===== src/rtl/ddr_cmd_decoder.sv =====
// DDR4 command/address receiver: decodes the sampled command pins, tracks per-bank
// state, flags protocol violations and launches CL/CWL-delayed data-start strobes.
//
// Per-bank FSM
//   state         | meaning
//   B_IDLE        | bank precharged, ACT allowed
//   B_ACTIVATING  | ACT accepted, waiting tRCD before CAS
//   B_ACTIVE      | row open, RD/WR allowed
//   B_PRECHARGING | PRE accepted, waiting tRP before ACT
module ddr_cmd_decoder #(
    parameter int BG_WIDTH  = 2,
    parameter int BA_WIDTH  = 2,
    parameter int ROW_WIDTH = 15,
    parameter int COL_WIDTH = 10,
    parameter int T_RCD     = 11,
    parameter int T_RP      = 11,
    parameter int T_RFC     = 208,
    parameter int CL        = 11,
    parameter int CWL       = 9,
    localparam int NUM_BANKS = 2**(BG_WIDTH+BA_WIDTH)
) (
    input  logic                 clock_n,
    input  logic                 reset_n,
    input  logic                 cke,
    input  logic                 cs_n,
    input  logic                 act_n,
    input  logic                 ras_n_a16,
    input  logic                 cas_n_a15,
    input  logic                 we_n_a14,
    input  logic                 addr17,
    input  logic                 addr13,
    input  logic                 bc_n_a12,
    input  logic                 addr11,
    input  logic                 ap_a10,
    input  logic [9:0]           addr9_0,
    input  logic [BG_WIDTH-1:0]  bg_addr,
    input  logic [BA_WIDTH-1:0]  ba_addr,
    output logic                 cmd_valid,
    output logic [3:0]           cmd_code,
    output logic [BG_WIDTH-1:0]  cmd_bg,
    output logic [BA_WIDTH-1:0]  cmd_ba,
    output logic [ROW_WIDTH-1:0] cmd_row,
    output logic [COL_WIDTH-1:0] cmd_col,
    output logic                 rd_data_start,
    output logic                 wr_data_start,
    output logic [NUM_BANKS-1:0] bank_open,
    output logic                 refreshing,
    output logic                 protocol_err,
    output logic [2:0]           err_code
);
    localparam int BANK_W = BG_WIDTH + BA_WIDTH;
    localparam int T_MAX  = (T_RCD > T_RP) ? T_RCD : T_RP;
    localparam int CNT_W  = $clog2(T_MAX + 1);
    localparam int RFC_W  = $clog2(T_RFC + 1);

    localparam logic [3:0] C_NOP = 4'd0, C_ACT = 4'd1, C_PRE = 4'd2, C_PREA = 4'd3, C_RD = 4'd4,
                           C_WR = 4'd5, C_MRS = 4'd6, C_REF = 4'd7, C_ZQCL = 4'd8, C_ILL = 4'd15;

    typedef enum logic [1:0] {B_IDLE, B_ACTIVATING, B_ACTIVE, B_PRECHARGING} bank_state_t;

    bank_state_t      bank_state [NUM_BANKS];
    bank_state_t      bank_state_nxt [NUM_BANKS];
    logic [CNT_W-1:0] bank_cnt [NUM_BANKS];
    logic [CNT_W-1:0] bank_cnt_nxt [NUM_BANKS];

    logic [3:0]        dec_code;
    logic [BANK_W-1:0] sel;
    logic              sel_ready, sel_idle, all_idle;
    logic              err_hit, rd_acc, wr_acc, act_acc, pre_one, pre_all, ref_start;
    logic [2:0]        err_nxt;
    logic [RFC_W-1:0]  rfc_cnt;
    logic [CL-1:0]     rd_pipe;
    logic [CWL-1:0]    wr_pipe;
    logic              unused_pins;

    assign unused_pins = addr17;
    assign sel = {bg_addr, ba_addr};

    always_comb begin
        dec_code = C_NOP;
        if (cke && !cs_n) begin
            if (!act_n) begin
                dec_code = C_ACT;
            end else begin
                case ({ras_n_a16, cas_n_a15, we_n_a14})
                    3'b000:  dec_code = C_MRS;
                    3'b001:  dec_code = C_REF;
                    3'b010:  dec_code = ap_a10 ? C_PREA : C_PRE;
                    3'b011:  dec_code = C_ILL;
                    3'b100:  dec_code = C_WR;
                    3'b101:  dec_code = C_RD;
                    3'b110:  dec_code = C_ZQCL;
                    default: dec_code = C_NOP;
                endcase
            end
        end
    end

    // A bank whose timer has just expired is treated as already in its settled state,
    // so a command issued exactly tRCD/tRP after its predecessor is legal.
    always_comb begin
        sel_ready = (bank_state[sel] == B_ACTIVE) ||
                    ((bank_state[sel] == B_ACTIVATING) && (bank_cnt[sel] == '0));
        sel_idle  = (bank_state[sel] == B_IDLE) ||
                    ((bank_state[sel] == B_PRECHARGING) && (bank_cnt[sel] == '0));
        all_idle  = 1'b1;
        for (int i = 0; i < NUM_BANKS; i++) begin
            if (!((bank_state[i] == B_IDLE) ||
                  ((bank_state[i] == B_PRECHARGING) && (bank_cnt[i] == '0))))
                all_idle = 1'b0;
        end
    end

    always_comb begin
        err_hit   = 1'b0;
        err_nxt   = 3'd0;
        rd_acc    = 1'b0;
        wr_acc    = 1'b0;
        act_acc   = 1'b0;
        pre_one   = 1'b0;
        pre_all   = 1'b0;
        ref_start = 1'b0;
        if (dec_code != C_NOP) begin
            if (refreshing) begin
                err_hit = 1'b1;
                err_nxt = 3'd5;
            end else begin
                case (dec_code)
                    C_ACT: begin
                        if (sel_idle) begin
                            act_acc = 1'b1;
                        end else begin
                            err_hit = 1'b1;
                            err_nxt = (bank_state[sel] == B_PRECHARGING) ? 3'd4 : 3'd2;
                        end
                    end
                    C_RD, C_WR: begin
                        if (sel_ready) begin
                            rd_acc = (dec_code == C_RD);
                            wr_acc = (dec_code == C_WR);
                        end else begin
                            err_hit = 1'b1;
                            err_nxt = (bank_state[sel] == B_ACTIVATING) ? 3'd3 : 3'd1;
                        end
                    end
                    C_PRE:  pre_one = 1'b1;
                    C_PREA: pre_all = 1'b1;
                    C_REF: begin
                        if (all_idle) begin
                            ref_start = 1'b1;
                        end else begin
                            err_hit = 1'b1;
                            err_nxt = 3'd5;
                        end
                    end
                    C_ILL: begin
                        err_hit = 1'b1;
                        err_nxt = 3'd6;
                    end
                    default: ;
                endcase
            end
        end
    end

    always_comb begin
        for (int i = 0; i < NUM_BANKS; i++) begin
            bank_state_nxt[i] = bank_state[i];
            bank_cnt_nxt[i]   = (bank_cnt[i] == '0) ? '0 : bank_cnt[i] - CNT_W'(1);
            case (bank_state[i])
                B_ACTIVATING:  if (bank_cnt[i] == '0) bank_state_nxt[i] = B_ACTIVE;
                B_PRECHARGING: if (bank_cnt[i] == '0) bank_state_nxt[i] = B_IDLE;
                default: ;
            endcase
            if (act_acc && (sel == BANK_W'(i))) begin
                bank_state_nxt[i] = B_ACTIVATING;
                bank_cnt_nxt[i]   = CNT_W'(T_RCD - 1);
            end
            if ((pre_all || (pre_one && (sel == BANK_W'(i)))) &&
                ((bank_state[i] == B_ACTIVATING) || (bank_state[i] == B_ACTIVE))) begin
                bank_state_nxt[i] = B_PRECHARGING;
                bank_cnt_nxt[i]   = CNT_W'(T_RP - 1);
            end
        end
    end

    always_ff @(posedge clock_n or negedge reset_n) begin
        if (!reset_n) begin
            for (int i = 0; i < NUM_BANKS; i++) begin
                bank_state[i] <= B_IDLE;
                bank_cnt[i]   <= '0;
            end
        end else begin
            for (int i = 0; i < NUM_BANKS; i++) begin
                bank_state[i] <= bank_state_nxt[i];
                bank_cnt[i]   <= bank_cnt_nxt[i];
            end
        end
    end

    always_comb begin
        bank_open = '0;
        for (int i = 0; i < NUM_BANKS; i++)
            bank_open[i] = (bank_state[i] == B_ACTIVE);
    end

    always_ff @(posedge clock_n or negedge reset_n) begin
        if (!reset_n) begin
            cmd_valid     <= 1'b0;
            cmd_code      <= C_NOP;
            cmd_bg        <= '0;
            cmd_ba        <= '0;
            cmd_row       <= '0;
            cmd_col       <= '0;
            protocol_err  <= 1'b0;
            err_code      <= 3'd0;
            refreshing    <= 1'b0;
            rfc_cnt       <= '0;
            rd_pipe       <= '0;
            wr_pipe       <= '0;
            rd_data_start <= 1'b0;
            wr_data_start <= 1'b0;
        end else begin
            cmd_valid <= (dec_code != C_NOP);
            cmd_code  <= dec_code;
            if (dec_code != C_NOP) begin
                cmd_bg  <= bg_addr;
                cmd_ba  <= ba_addr;
                cmd_row <= ROW_WIDTH'({we_n_a14, addr13, bc_n_a12, addr11, ap_a10, addr9_0});
                cmd_col <= COL_WIDTH'(addr9_0);
            end
            protocol_err <= err_hit;
            if (err_hit)
                err_code <= err_nxt;
            if (ref_start) begin
                refreshing <= 1'b1;
                rfc_cnt    <= RFC_W'(T_RFC - 1);
            end else if (refreshing) begin
                if (rfc_cnt == '0)
                    refreshing <= 1'b0;
                else
                    rfc_cnt <= rfc_cnt - RFC_W'(1);
            end
            // Bit 0 loads on the command edge, so the final stage lands CL (CWL) clocks later.
            rd_pipe       <= {rd_pipe[CL-2:0], rd_acc};
            wr_pipe       <= {wr_pipe[CWL-2:0], wr_acc};
            rd_data_start <= rd_pipe[CL-1];
            wr_data_start <= wr_pipe[CWL-1];
        end
    end
endmodule


===== config.mk =====
export PLATFORM = sky130hd
export DESIGN_NAME = ddr_cmd_decoder
export DESIGN_NICKNAME = d
export VERILOG_FILES = /design/src/rtl/ddr_cmd_decoder.sv
export SDC_FILE = /design/constraint.sdc
export NUM_CORES = 1
export LEC_CHECK = 0
export BUFFER_PORTS_ARGS = -buffer_cell sky130_fd_sc_hd__buf_2
export CAP_MARGIN = 20
export CORE_MARGIN = 1
export CORE_UTILIZATION = 34
export CTS_BUF_LIST = sky130_fd_sc_hd__clkbuf_8
export DETAILED_ROUTE_END_ITERATION = 10
export GPL_TIMING_DRIVEN = 0
export PLACE_DENSITY = 0.59
export SLEW_MARGIN = 20
export SYNTH_ARGS = -nofsm -noshare
export SYNTH_HDL_FRONTEND = slang
export SYNTH_SLANG_ARGS = --single-unit

===== constraint.sdc =====
create_clock -name clock_n -period 6.8 [get_ports clock_n]
set_clock_uncertainty 0.2 [all_clocks]
set_input_delay 1.36 -clock clock_n [delete_from_list [all_inputs] [get_ports clock_n]]
set_output_delay 1.36 -clock clock_n [all_outputs]
set_load 0.005 [all_outputs]

Yosys cells after proc, flatten, opt, wreduce, memory -nomap -nowiden
Index checks and enable logic that the tools add are counted.
{"block": "op_classes", "n_addsub": 17, "mul": 0, "n_div": 0, "order_cmp": 1, "eq_ne": 112, "shift": 0, "mux": 196, "bitwise_logic": 1, "n_reduce_logical": 191}
{"cell": "two-way mux 4 bit", "n": 52}
{"cell": "two-way mux 2 bit", "n": 68}
{"cell": "logical NOT 4 bit", "n": 18}
{"cell": "equality test 2 bit, second input constant", "n": 34}
{"cell": "nonzero test 4 bit", "n": 17}
{"cell": "logical AND 1 bit", "n": 67}
{"cell": "!= test 4 x 1 -> 1 bit, second input constant", "n": 16}
{"cell": "!= test 4 x 3 -> 1 bit, second input constant", "n": 16}
{"cell": "case mux 2 bit (2 select lines)", "n": 16}
{"cell": "subtractor 4 x 1 -> 4 bit, second input constant", "n": 16}
{"cell": "logical OR 1 bit", "n": 50}
{"cell": "AND reduction 3 bit", "n": 16}
{"cell": "two-way mux 1 bit", "n": 47}
{"cell": "equality test 4 bit, second input constant", "n": 9}
{"cell": "equality test 2 x 1 -> 1 bit, second input constant", "n": 17}
{"cell": "logical NOT 2 bit", "n": 17}
{"cell": "equality test 4 x 3 -> 1 bit, second input constant", "n": 7}
{"cell": "case mux 4 bit (7 select lines)", "n": 1}
{"cell": "two-way mux 8 bit", "n": 3}
{"cell": "binary-select mux 4 bit (select 4 bit)", "n": 1}
{"cell": "equality test 4 x 2 -> 1 bit, second input constant", "n": 4}
{"cell": "two-way mux 3 bit", "n": 5}
{"cell": "case mux 3 bit (4 select lines)", "n": 1}
{"cell": "equality test 3 bit, second input constant", "n": 3}
{"cell": "other kinds (15)", "n": 17}
{"block": "totals", "ff_bits": 165, "latchBits": 0, "ram_bits": 0, "rom_bits": 0, "in_bits": 27, "memories": 0}

Depth between registers and ports, before layout
Gate-level depths: netlist of the first run.
{"block": "depth", "ltp_word": 25, "mapped_depth": 12, "mapped_depth_nobuf": 9}

Worst setup path after synthesis of the first run
Ideal clock, no wire load.
{"block": "synth_timing", "path_kind": "input -> register", "from": "input port ba_addr[1]", "to": "register err_code[1]", "arrival_ns": 4.169, "t_required_ns": 6.475, "slack_ns": 2.306, "path_stages": 9, "path_cell_list": "clkbuf_1 > clkbuf_1 > mux4_2 > mux4_2 > ha_1 > nor4_1 > o22ai_1 > a31oi_1 > mux2_2"}
{"block": "synth_via", "elab_chain_len": 11, "word_cells_on_any_way": 28, "classes_between": "eq/ne (3); mux (18); bitwise (1); reduce/logical (6)"}
{"element": "start, declared", "line": "37", "rtl": "input logic [BA_WIDTH-1:0] ba_addr,"}
{"element": "NOT 4 -> 5 bit (implied by the code) (*)"}
{"element": "binary-select mux 2 bit (select 4 bit) / binary-select mux 4 bit (select 4 bit) (equally long branches)"}
{"element": "two-way mux 2 bit (implied by the code) / two-way mux 4 bit (equally long branches) (2 in a row)"}
{"element": "equality test 2 x 1 -> 1 bit (tied with other cells)", "line": "103", "rtl": "((bank_state[sel] == B_ACTIVATING) && (bank_cnt[sel] == '0));"}
{"element": "logical AND 1 bit, on equally long branches", "line": "103, 105"}
{"element": "logical OR 1 bit, on equally long branches", "line": "102, 104"}
{"element": "two-way mux 1 bit, on equally long branches", "line": "138, 130"}
{"element": "case mux 1 bit (4 select lines) (*)", "line": "128", "rtl": "case (dec_code)"}
{"element": "two-way mux 1 bit (*)", "line": "124", "rtl": "if (refreshing) begin"}
{"element": "two-way mux 1 bit (*)", "line": "123", "rtl": "if (dec_code != C_NOP) begin"}
{"element": "via err_hit", "line": "69", "rtl": "logic err_hit, rd_acc, wr_acc, act_acc, pre_one, pre_all, ref_start;"}
{"element": "end signal, assigned", "line": "234", "rtl": "err_code <= err_nxt;"}
{"element": "end, declared", "line": "49", "rtl": "output logic [2:0] err_code"}
Mark *: on every way through the listed nets, which the timed path passes. The rest lies on a longest branch. The select of a mux whose other input is x is not followed.
A chain may end at the register's enable or synchronous reset.

Worst setup path after layout of the first run
{"block": "layout_timing", "from": "input port ba_addr[0]", "to": "register bank_state[15] (netlist bit)"}
{"block": "layout_via", "elab_chain_len": 14, "word_cells_on_any_way": 27, "classes_between": "eq/ne (4); mux (12); bitwise (1); reduce/logical (10)"}
{"element": "NOT 4 -> 5 bit (implied by the code)", "line": "104, 105"}
{"element": "binary-select mux 2 bit (select 4 bit) / binary-select mux 4 bit (select 4 bit) (equally long branches)", "line": "104, 105"}
{"element": "two-way mux 2 bit (implied by the code) / two-way mux 4 bit (equally long branches) (2 in a row)", "line": "104, 105"}
{"element": "equality test 2 bit / logical NOT 4 bit (equally long branches)", "line": "105", "rtl": "((bank_state[sel] == B_PRECHARGING) && (bank_cnt[sel] == '0));"}
{"element": "logical AND 1 bit", "line": "105"}
{"element": "logical OR 1 bit", "line": "104", "rtl": "sel_idle = (bank_state[sel] == B_IDLE) ||"}
{"element": "two-way mux 1 bit", "line": "130", "rtl": "if (sel_idle) begin"}
{"element": "two-way mux 1 bit", "line": "128"}
{"element": "two-way mux 1 bit", "line": "124"}
{"element": "two-way mux 1 bit", "line": "123"}
{"element": "logical AND 1 bit", "line": "175", "rtl": "if (act_acc && (sel == BANK_W'(i))) begin"}
{"element": "!= test 4 x 3 -> 1 bit (no line) (tied with other cells)"}
{"element": "AND reduction 3 bit (no line) / two-way mux 2 bit (equally long branches)"}
{"element": "end signal, assigned by index", "line": "195", "rtl": "bank_state[i] <= bank_state_nxt[i];"}
{"element": "end, declared", "line": "61", "rtl": "bank_state_t bank_state [NUM_BANKS];"}
Parallel ways exist; a longest one is shown, timed or not. The select of a mux whose other input is x is not followed.

==> flow_metrics.env, run 1 <==
export IMPL_status="finished, final reports clean"
export IMPL_grt_pass1_wl_mm=32.8
export IMPL_grt_overflow_total=0
export IMPL_syn_area_sq_mm=0.00851
export IMPL_reg2regPathDepth=7
export IMPL_postCtsHoldBufs=0
export IMPL_clk_insertion_delay_late_ns=0.46
export IMPL_power_density_mw_per_mm2=236
export IMPL_initial_core_util_pct=34.8
export IMPL_hold_path_depth=0
export IMPL_p_leak_nw=4.88
export IMPL_vias_per_cell=5.15
export IMPL_drt_iter0_drc=453
export IMPL_worstSetupPathType="input port to flop"
export IMPL_cts_clk_slew_worst_paths_ns=0.10
export IMPL_switchingPower_uw=827
export IMPL_avgSynthCellArea_sq_um=9.85
export IMPL_area_growth_pct=15.0
export IMPL_die_area_sq_mm=0.0257
export IMPL_dp_cells=1268
export IMPL_power_frac_comb_pct=20.6
export IMPL_cts_setup_buffers=0
export IMPL_cts_tree="done"
export IMPL_ys_types=53
export IMPL_synthCells=864
export IMPL_placed_cell_area_sq_mm=0.00937
export IMPL_cp_max_fo=10
export IMPL_rsz0062_at_grt="false"
export IMPL_postRouteAntennaNets=0
export IMPL_swShare_pct=35.8
export IMPL_grt_pass1_vias=6291
export IMPL_drive_gt1_share_pct=17.0
export IMPL_yosys_top_cells_count="dfrtp_1, nand2_1, ha_1"
export IMPL_seqPwrFrac_pct=49.0
export IMPL_core_area_sq_mm=0.0245
export IMPL_fillers=2408
export IMPL_cts_inserted_buffers=17
export IMPL_final_cell_area_sq_mm=0.00979
export IMPL_drt_total_wl_mm=19.9
export IMPL_stdcell_count=1300
export IMPL_slew_headroom_pct=29.0
export IMPL_worst_pin_slew_ns=1.06
export IMPL_cts_sinks=155
export IMPL_ys_ff_latch=155
export IMPL_synth_top_area_share_pct=45.6
export IMPL_synth_most_common_cell="dfrtp_1"
export IMPL_fmax_ghz=0.209
export IMPL_finalSetupViolCount=0
export IMPL_insertedDiodeCount=0
export IMPL_drv_cap=0
export IMPL_yosys_area_top_type="dfrtp_1"
export IMPL_async_reset_ff_share_pct=100
export IMPL_synth_top_cells_by_area="dfrtp_1, ha_1, nand2_1"
export IMPL_drc_errors=0
export IMPL_finalCritPeriodShare_pct=70.3
export IMPL_ys_warn_count=0
export IMPL_synth_edf_count=0
export IMPL_drtPass1Iterations=4
export IMPL_pwr_share_clk_pct=30.5
export IMPL_cts_buffer_depth=2
export IMPL_critPathArrivalTime_ns=4.96
export IMPL_grt_max_degree=95
export IMPL_syn_nets=961
export IMPL_final_net_count=1060
export IMPL_port_buffers=78
export IMPL_cell_internal_pwr_mw=1.48
export IMPL_finalMaxSlewViolations=0
export IMPL_wl_per_cell_um=15.3
export IMPL_cts_resized_gates=0
export IMPL_root_buffer="clkbuf_8"
export IMPL_hpwl_mm=14.4
export IMPL_antenna_found_initial=0
export IMPL_htreeDepth=4
export IMPL_hold_slack_ns=0.153
export IMPL_min_path_type="flop to flop"
export IMPL_ioPinCount=84
export IMPL_period_needed_ns=4.78
export IMPL_critPathLaunchType="input port"
export IMPL_dieHeight_um=160
export IMPL_fin_tns_setup_ns=0
export IMPL_hold_violations=0
export IMPL_seq_area_frac_synth_pct=45.6
export IMPL_vias=6692
export IMPL_cp_end_kind="flop"
export IMPL_gp_congestion=0.844
export IMPL_die_x_um=160
export IMPL_ir_drop_v=0.000108
export IMPL_num_rows=57
export IMPL_yosys_most_used_dff="dfrtp_1"
export IMPL_grt_util_all_layers_pct=16.0
export IMPL_crit_required_ns=6.98
cells in the final DEF, fill, tap and decap left out, types with 20 or more instances in the layout:
cell,instances
dfrtp_1,155
nand2_1,116
buf_2,79
ha_1,70
a21oi_1,61
o21ai_0,50
inv_1,46
nor3_1,43
nor2_1,30
o31ai_1,25
nor4_1,24
nand2b_1,23
nor2b_1,20
area by class of cell:
class	instances	area, sq um	area share [%]
plain buffers	35	194	1.98
clock inverters	15	173	1.76
flip-flops and latches	155	3880	39.6
inverters	46	173	1.76
clock buffers	17	234	2.39
multi-input cells	628	4280	43.7
well taps	324	405	4.14
repair buffers	80	455	4.65
critical path, stage by stage:
cell,delay [ns]
buf_2,0.16
buf_1,0.72
mux4_2,0.65
mux4_2,0.53
ha_1,0.24
and4_4,0.16
a21oi_4,0.36
buf_6,0.26
buf_6,0.18
nor2_1,0.11
a32oi_1,0.20
metal layers:
| layer | up-vias | global-route usage [%] | wire length [um] |
|---|---|---|---|
| li1 | 3300 | - | - |
| met1 | 3267 | 22.0 | 9540 |
| met2 | 97 | 25.5 | 9340 |
| met3 | 28 | 2.36 | 575 |
| met4 | 0 | 6.23 | 446 |
| met5 | - | 0 | 0 |
kinds of logic (layout without fill, tap and decap cells):
group / count (synthesis) / in the layout / synth area share [%]
xor gates and xnor gates: 6 / 6 / 0.618
muxes: 11 / 11 / 2.78
DFF: 155 / 155 / 45.6
and+or+nand+nor: 312 / 312 / 18.8
buffers and inverters: 81 / 193 / 4.31
AOI/OAI and AO/OA: 229 / 229 / 17.7
adders and majority gates: 70 / 70 / 10.3
stage by stage:
| step | utilization (%) | total power, mW | setup WS (ns) |
|---|---|---|---|
| final | 40.0 | 2.31 | 2.02 |
| after global routing | 40.0 | 2.45 | 1.90 |
| after CTS | 40.0 | 2.33 | 1.98 |
| after detailed placement | 38.3 | 1.62 | 1.52 |
| after global placement | 38.0 | 1.61 | 1.54 |
| after floorplan | - | 1.41 | 2.31 |
state kept, by name, summed over array words and instances, names as in the netlist:
signal,flops
bank_cnt,64
bank_state,32
cmd_ba,2
cmd_bg,2
cmd_code,4
cmd_row,15
cmd_valid,1
err_code,3
protocol_err,1
rd_data_start,1
rd_pipe,11
refreshing,1
rfc_cnt,8
wr_data_start,1
wr_pipe,9
power by group through the flow:
stage	sequential [mW]	combinational (mW)	clock, mW
after floorplan	1.12	0.294	0
after detailed placement	1.14	0.476	0
after global placement	1.14	0.466	0
after CTS	1.13	0.478	0.728
after global routing	1.15	0.532	0.766
final	1.13	0.475	0.704
path summary, 6_finish.rpt:
path,start,to,slack (ns)
max,ba_addr[0],bank_state[15],2.02
min,wr_pipe[0],wr_pipe[1],0.15
max reg2reg,bank_cnt[28],bank_cnt[11],3.26
min reg2reg,wr_pipe[0],wr_pipe[1],0.15
max in group asynchronous,reset_n,bank_cnt[49],4.99
min in group asynchronous,reset_n,bank_cnt[47],0.69
No activity file was read; power rests on OpenSTA's default activity.
==> inputs of run 2 (changes only) <==
Clock period 6.8 ns to 4.4 ns, I/O delays scaled along.
==> flow_metrics.env, run 2 (synthesized netlist as in run 1, its figures left out) <==
export IMPL_status="finished, final reports clean"
export IMPL_finalCritPeriodShare_pct=97.7
export IMPL_p_leak_nw=4.88
export IMPL_drc_errors=0
export IMPL_period_needed_ns=4.30
export IMPL_cts_buffer_depth=2
export IMPL_gp_congestion=0.844
export IMPL_final_common_cell="dfrtp_1"
export IMPL_grt_overflow_total=0
export IMPL_grt_pass1_vias=6291
export IMPL_cts_sinks=155
export IMPL_ioPinCount=84
export IMPL_finalSetupViolCount=0
export IMPL_vias=6713
export IMPL_cts_resized_gates=0
export IMPL_clk_insertion_delay_late_ns=0.46
export IMPL_cts_clk_slew_worst_paths_ns=0.10
export IMPL_wl_per_cell_um=15.3
export IMPL_cts_setup_buffers=0
export IMPL_drt_total_wl_mm=19.8
export IMPL_hold_violations=0
export IMPL_largest_register_ffs=64
export IMPL_critPathLaunchType="input port"
export IMPL_root_buffer="clkbuf_8"
export IMPL_top_regs="bank_cnt x64, bank_state x32, cmd_row x15"
export IMPL_ir_drop_v=0.000167
export IMPL_worst_pin_slew_ns=1.15
export IMPL_slew_headroom_pct=22.6
export IMPL_cts_tree="done"
export IMPL_worstSetupPathType="input port to flop"
export IMPL_antenna_found_initial=0
export IMPL_port_buffers=78
export IMPL_grt_pass1_wl_mm=32.8
export IMPL_crit_path_cell_trace="clkbuf_1, clkbuf_1, mux4_2, mux4_2, ha_1, and4_4, a21oi_4, buf_6, buf_6, nor2_1, a32oi_1"
export IMPL_crit_path_max_incr_delay_ns=0.64
export IMPL_worst_path_buf_inv=4
export IMPL_die_x_um=160
export IMPL_drv_cap=0
export IMPL_grt_util_all_layers_pct=16.0
export IMPL_hpwl_mm=14.4
export IMPL_dieHeight_um=160
export IMPL_rsz0062_at_grt="false"
export IMPL_grt_max_degree=95
export IMPL_initial_core_util_pct=34.8
export IMPL_drtPass1Iterations=5
export IMPL_die_area_sq_mm=0.0257
export IMPL_core_area_sq_mm=0.0245
export IMPL_placed_cell_area_sq_mm=0.00937
export IMPL_cp_end_kind="flop"
export IMPL_hold_slack_ns=0.152
export IMPL_cp_max_fo=10
export IMPL_crit_required_ns=4.58
export IMPL_cpLargestDelayFamily="buffers and inverters"
export IMPL_vias_per_cell=5.17
export IMPL_num_rows=57
export IMPL_finalMaxSlewViolations=0
export IMPL_layout_common_cells="dfrtp_1, nand2_1, buf_2"
export IMPL_htreeDepth=4
export IMPL_regMostFlops="bank_cnt"
export IMPL_p_total_mw=3.57
export IMPL_final_net_count=1059
export IMPL_fmax_ghz=0.233
export IMPL_min_path_type="flop to flop"
export IMPL_final_cell_area_sq_mm=0.00979
export IMPL_drt_iter0_drc=410
export IMPL_postRouteAntennaNets=0
export IMPL_insertedDiodeCount=0
export IMPL_cpMaxStageDelayCell="clkbuf_1"
export IMPL_power_density_mw_per_mm2=364
export IMPL_drive_gt1_share_pct=17.0
export IMPL_area_growth_pct=15.0
export IMPL_postCtsHoldBufs=0
export IMPL_cts_inserted_buffers=17
export IMPL_critPathArrivalTime_ns=4.48
run 2: cell types whose count changed in the layout (fill, tap and decap cells not counted):
cell | previous run | this run
buf_1 | 2 | 1
run 2: layout make-up:
cell class	count	area, sq um
sequential	155	3880
multi-input combinational	628	4280
timing repair buffer	80	455
inverter	46	173
fill	2409	14700
buffer	34	190
tap	324	405
clock buffer	17	234
clock inverter	15	173
run 2: metrics by stage:
| step | setup WS [ns] | utilization [%] | std cells | TNS, ns |
|---|---|---|---|---|
| final | 0.100 | 40.0 | 1299 | 0 |
| after global routing | 0.00677 | 40.0 | 1299 | 0 |
| after CTS | 0.0573 | 40.0 | 1300 | 0 |
| after detailed placement | -0.397 | 38.3 | 1268 | -20.83 |
| after global placement | -0.381 | 38.0 | 1266 | -51.86 |
| after floorplan | 0.386 | - | 864 | 0 |
run 2: power by group:
part	total [mW]	internal [mW]	switching (mW)
sequential	1.75	1.56	0.190
combinational	0.734	0.300	0.435
clock	1.08	0.433	0.650
run 2: worst register-to-register path: stages, from the launching register on:
cell and delay [ns]:
dfrtp_1 0.46, nor4_1 0.92, o22ai_1 0.15, a21oi_1 0.45, and4_4 0.32, a21oi_4 0.12, o31ai_1 0.66, nand2b_1 0.19
run 2: per-layer routing:
metal	GRT usage [%]	up-vias	part of all wire, %	routed length, um
met5	0	-	0	0
met1	22.0	3255	47	9320
li1	-	3302	-	-
met4	6.23	0	2.3	447
met3	2.36	28	3.8	750
met2	25.5	128	47	9300
run 2: final timing paths:
kind	slack (ns)	cells after the start	end	from
min	0.15	0	rd_pipe[2]	rd_pipe[1]
min reg2reg	0.15	0	rd_pipe[2]	rd_pipe[1]
min in group asynchronous	0.21	2	bank_cnt[47]	reset_n
max reg2reg	0.86	7	bank_cnt[11]	bank_cnt[28]
max in group asynchronous	3.08	3	bank_cnt[49]	reset_n
max	0.10	11	bank_state[15]	ba_addr[1]
==> inputs of run 3 (changes only) <==
--- a/config.mk
+++ b/config.mk
@@ -9,9 +9,9 @@
 export CAP_MARGIN = 20
 export CORE_MARGIN = 1
-export CORE_UTILIZATION = 34
+export CORE_UTILIZATION = 55
 export CTS_BUF_LIST = sky130_fd_sc_hd__clkbuf_8
 export DETAILED_ROUTE_END_ITERATION = 10
 export GPL_TIMING_DRIVEN = 0
-export PLACE_DENSITY = 0.59
+export PLACE_DENSITY = 0.83
 export SLEW_MARGIN = 20
 export SYNTH_ARGS = -nofsm -noshare
--- a/constraint.sdc
+++ b/constraint.sdc
@@ -3,3 +3,3 @@
 set_input_delay 0.88 -clock clock_n [delete_from_list [all_inputs] [get_ports clock_n]]
 set_output_delay 0.88 -clock clock_n [all_outputs]
-set_load 0.005 [all_outputs]
+set_load 0.02 [all_outputs]
==> flow_metrics.env, run 3 (synthesized netlist as in run 1, its figures left out) <==
export IMPL_cts_resized_gates=0
export IMPL_r2r_end="bank_cnt[31]"
export IMPL_core_area_sq_mm=0.0151
export IMPL_hold_slack_ns=0.143
export IMPL_place_ws_ns=-0.303
export IMPL_htreeDepth=4
export IMPL_min_path_type="input port to asynchronous set/reset pin"
export IMPL_r2r_start="bank_cnt[16]"
export IMPL_finalCritPeriodShare_pct=96.5
export IMPL_grt_pass1_wl_mm=31.5
export IMPL_final_common_cell="dfrtp_1"
export IMPL_worst_pin_slew_ns=1.07
export IMPL_grt_max_degree=82
export IMPL_reg2reg_slack_ns=0.95
export IMPL_crit_path_max_incr_delay_ns=0.69
export IMPL_dp_cells=1131
export IMPL_cts_sinks=155
export IMPL_clk_insertion_delay_late_ns=0.47
export IMPL_worstSetupPathType="input port to flop"
export IMPL_grt_pass1_vias=6586
export IMPL_drtPass1Iterations=5
export IMPL_vias=6878
export IMPL_cp_end_kind="flop"
export IMPL_cts_clk_slew_worst_paths_ns=0.09
export IMPL_globalRouteMet3Util_pct=6.07
export IMPL_crit_path_cell_trace="buf_2, buf_1, mux4_2, mux4_2, ha_1, and4_4, a21oi_4, buf_6, o21ai_1, a211o_1"
export IMPL_cpMaxStageDelayCell="buf_1"
export IMPL_cp_common_cell="mux4_2"
export IMPL_crit_required_ns=4.56
export IMPL_fillers=1265
export IMPL_wl_per_cell_um=16.1
export IMPL_layout_common_cells="dfrtp_1, nand2_1, buf_2"
export IMPL_regMostFlops="bank_cnt"
export IMPL_grt_busiest_layer="met2"
export IMPL_rsz0062_at_grt="false"
export IMPL_final_util_pct=63.1
export IMPL_die_x_um=126
export IMPL_cp_max_fo=10
export IMPL_drt_iter0_drc=590
export IMPL_drc_errors=0
export IMPL_cts_buffer_depth=2
export IMPL_port_buffers=78
export IMPL_hpwl_mm=13.4
export IMPL_final_net_count=1059
export IMPL_use_met1_pct=32.1
export IMPL_status="finished, final reports clean"
export IMPL_cp_startpoint="ba_addr[0]"
export IMPL_drive_gt1_share_pct=16.9
export IMPL_postCtsHoldBufs=0
export IMPL_critPathLaunchType="input port"
export IMPL_power_density_mw_per_mm2=373
export IMPL_finalMaxSlewViolations=0
export IMPL_root_buffer="clkbuf_8"
export IMPL_grt_util_all_layers_pct=24.9
export IMPL_cts_inserted_buffers=17
export IMPL_worst_path_buf_inv=3
export IMPL_postRouteAntennaNets=0
export IMPL_cpLargestDelayFamily="multiplexers"
export IMPL_p_leak_nw=4.85
export IMPL_reg2regPathDepth=7
export IMPL_dieHeight_um=126
export IMPL_drt_total_wl_mm=18.7
export IMPL_num_rows=45
export IMPL_die_area_sq_mm=0.0160
export IMPL_stdcell_count=1163
export IMPL_initial_core_util_pct=56.2
export IMPL_largest_register_ffs=64
export IMPL_cts_tree="done"
export IMPL_cts_setup_buffers=0
export IMPL_critPathArrivalTime_ns=4.41
export IMPL_fmax_ghz=0.235
export IMPL_period_needed_ns=4.25
export IMPL_ir_drop_v=0.000203
export IMPL_top_regs="bank_cnt x64, bank_state x32, cmd_row x15"
export IMPL_vias_per_cell=5.91
export IMPL_hold_violations=0
export IMPL_drv_cap=0
export IMPL_antenna_found_initial=0
export IMPL_finalSetupViolCount=0
export IMPL_insertedDiodeCount=0
export IMPL_setup_ws_ns=0.153
export IMPL_area_growth_pct=12.2
export IMPL_grt_overflow_total=0
export IMPL_use_met2_pct=40.0
export IMPL_ioPinCount=84
export IMPL_gp_congestion=0.926
export IMPL_slew_headroom_pct=28.1
-- run 3: final cells by class --
class	count	area [sq um]	area share, %
Multi-Input combinational cell	628	4280	44.8
Sequential cell	155	3880	40.6
Timing Repair Buffer	79	428	4.48
Clock buffer	19	262	2.74
Tap cell	188	235	2.46
Buffer	35	194	2.03
Inverter	46	173	1.81
Clock inverter	13	105	1.10
-- run 3: worst max path at each step --
stage	slack, ns	endpoint	depth (start not counted)
global placement	-0.28	bank_state[15]	11
floorplan	0.39	err_code[1]	9
global route	0.01	err_code[1]	9
detailed placement	-0.30	bank_cnt[61]	10
CTS	0.21	bank_cnt[61]	10
finish	0.15	bank_cnt[61]	10
-- run 3: stage by stage --
stage	area [sq um]	power [mW]	TNS, ns
final	9550	3.57	0
after global routing	9550	3.76	0
after CTS	9540	3.58	0
after detailed placement	9170	2.58	-10.48
after global placement	9140	2.55	-17.26
after floorplan	8510	2.29	0
-- run 3: power breakdown --
part	internal, mW	switching (mW)
Clock	0.433	0.566
Sequential	1.56	0.191
Combinational	0.299	0.519
Total	2.29	1.28
-- run 3: per-layer routing --
layer  part of all wire (%)  vias up
li1                       -     3305
met1                     45     3333
met2                     47      192
met3                    5.1       48
met4                    3.1        0
met5                      0        -
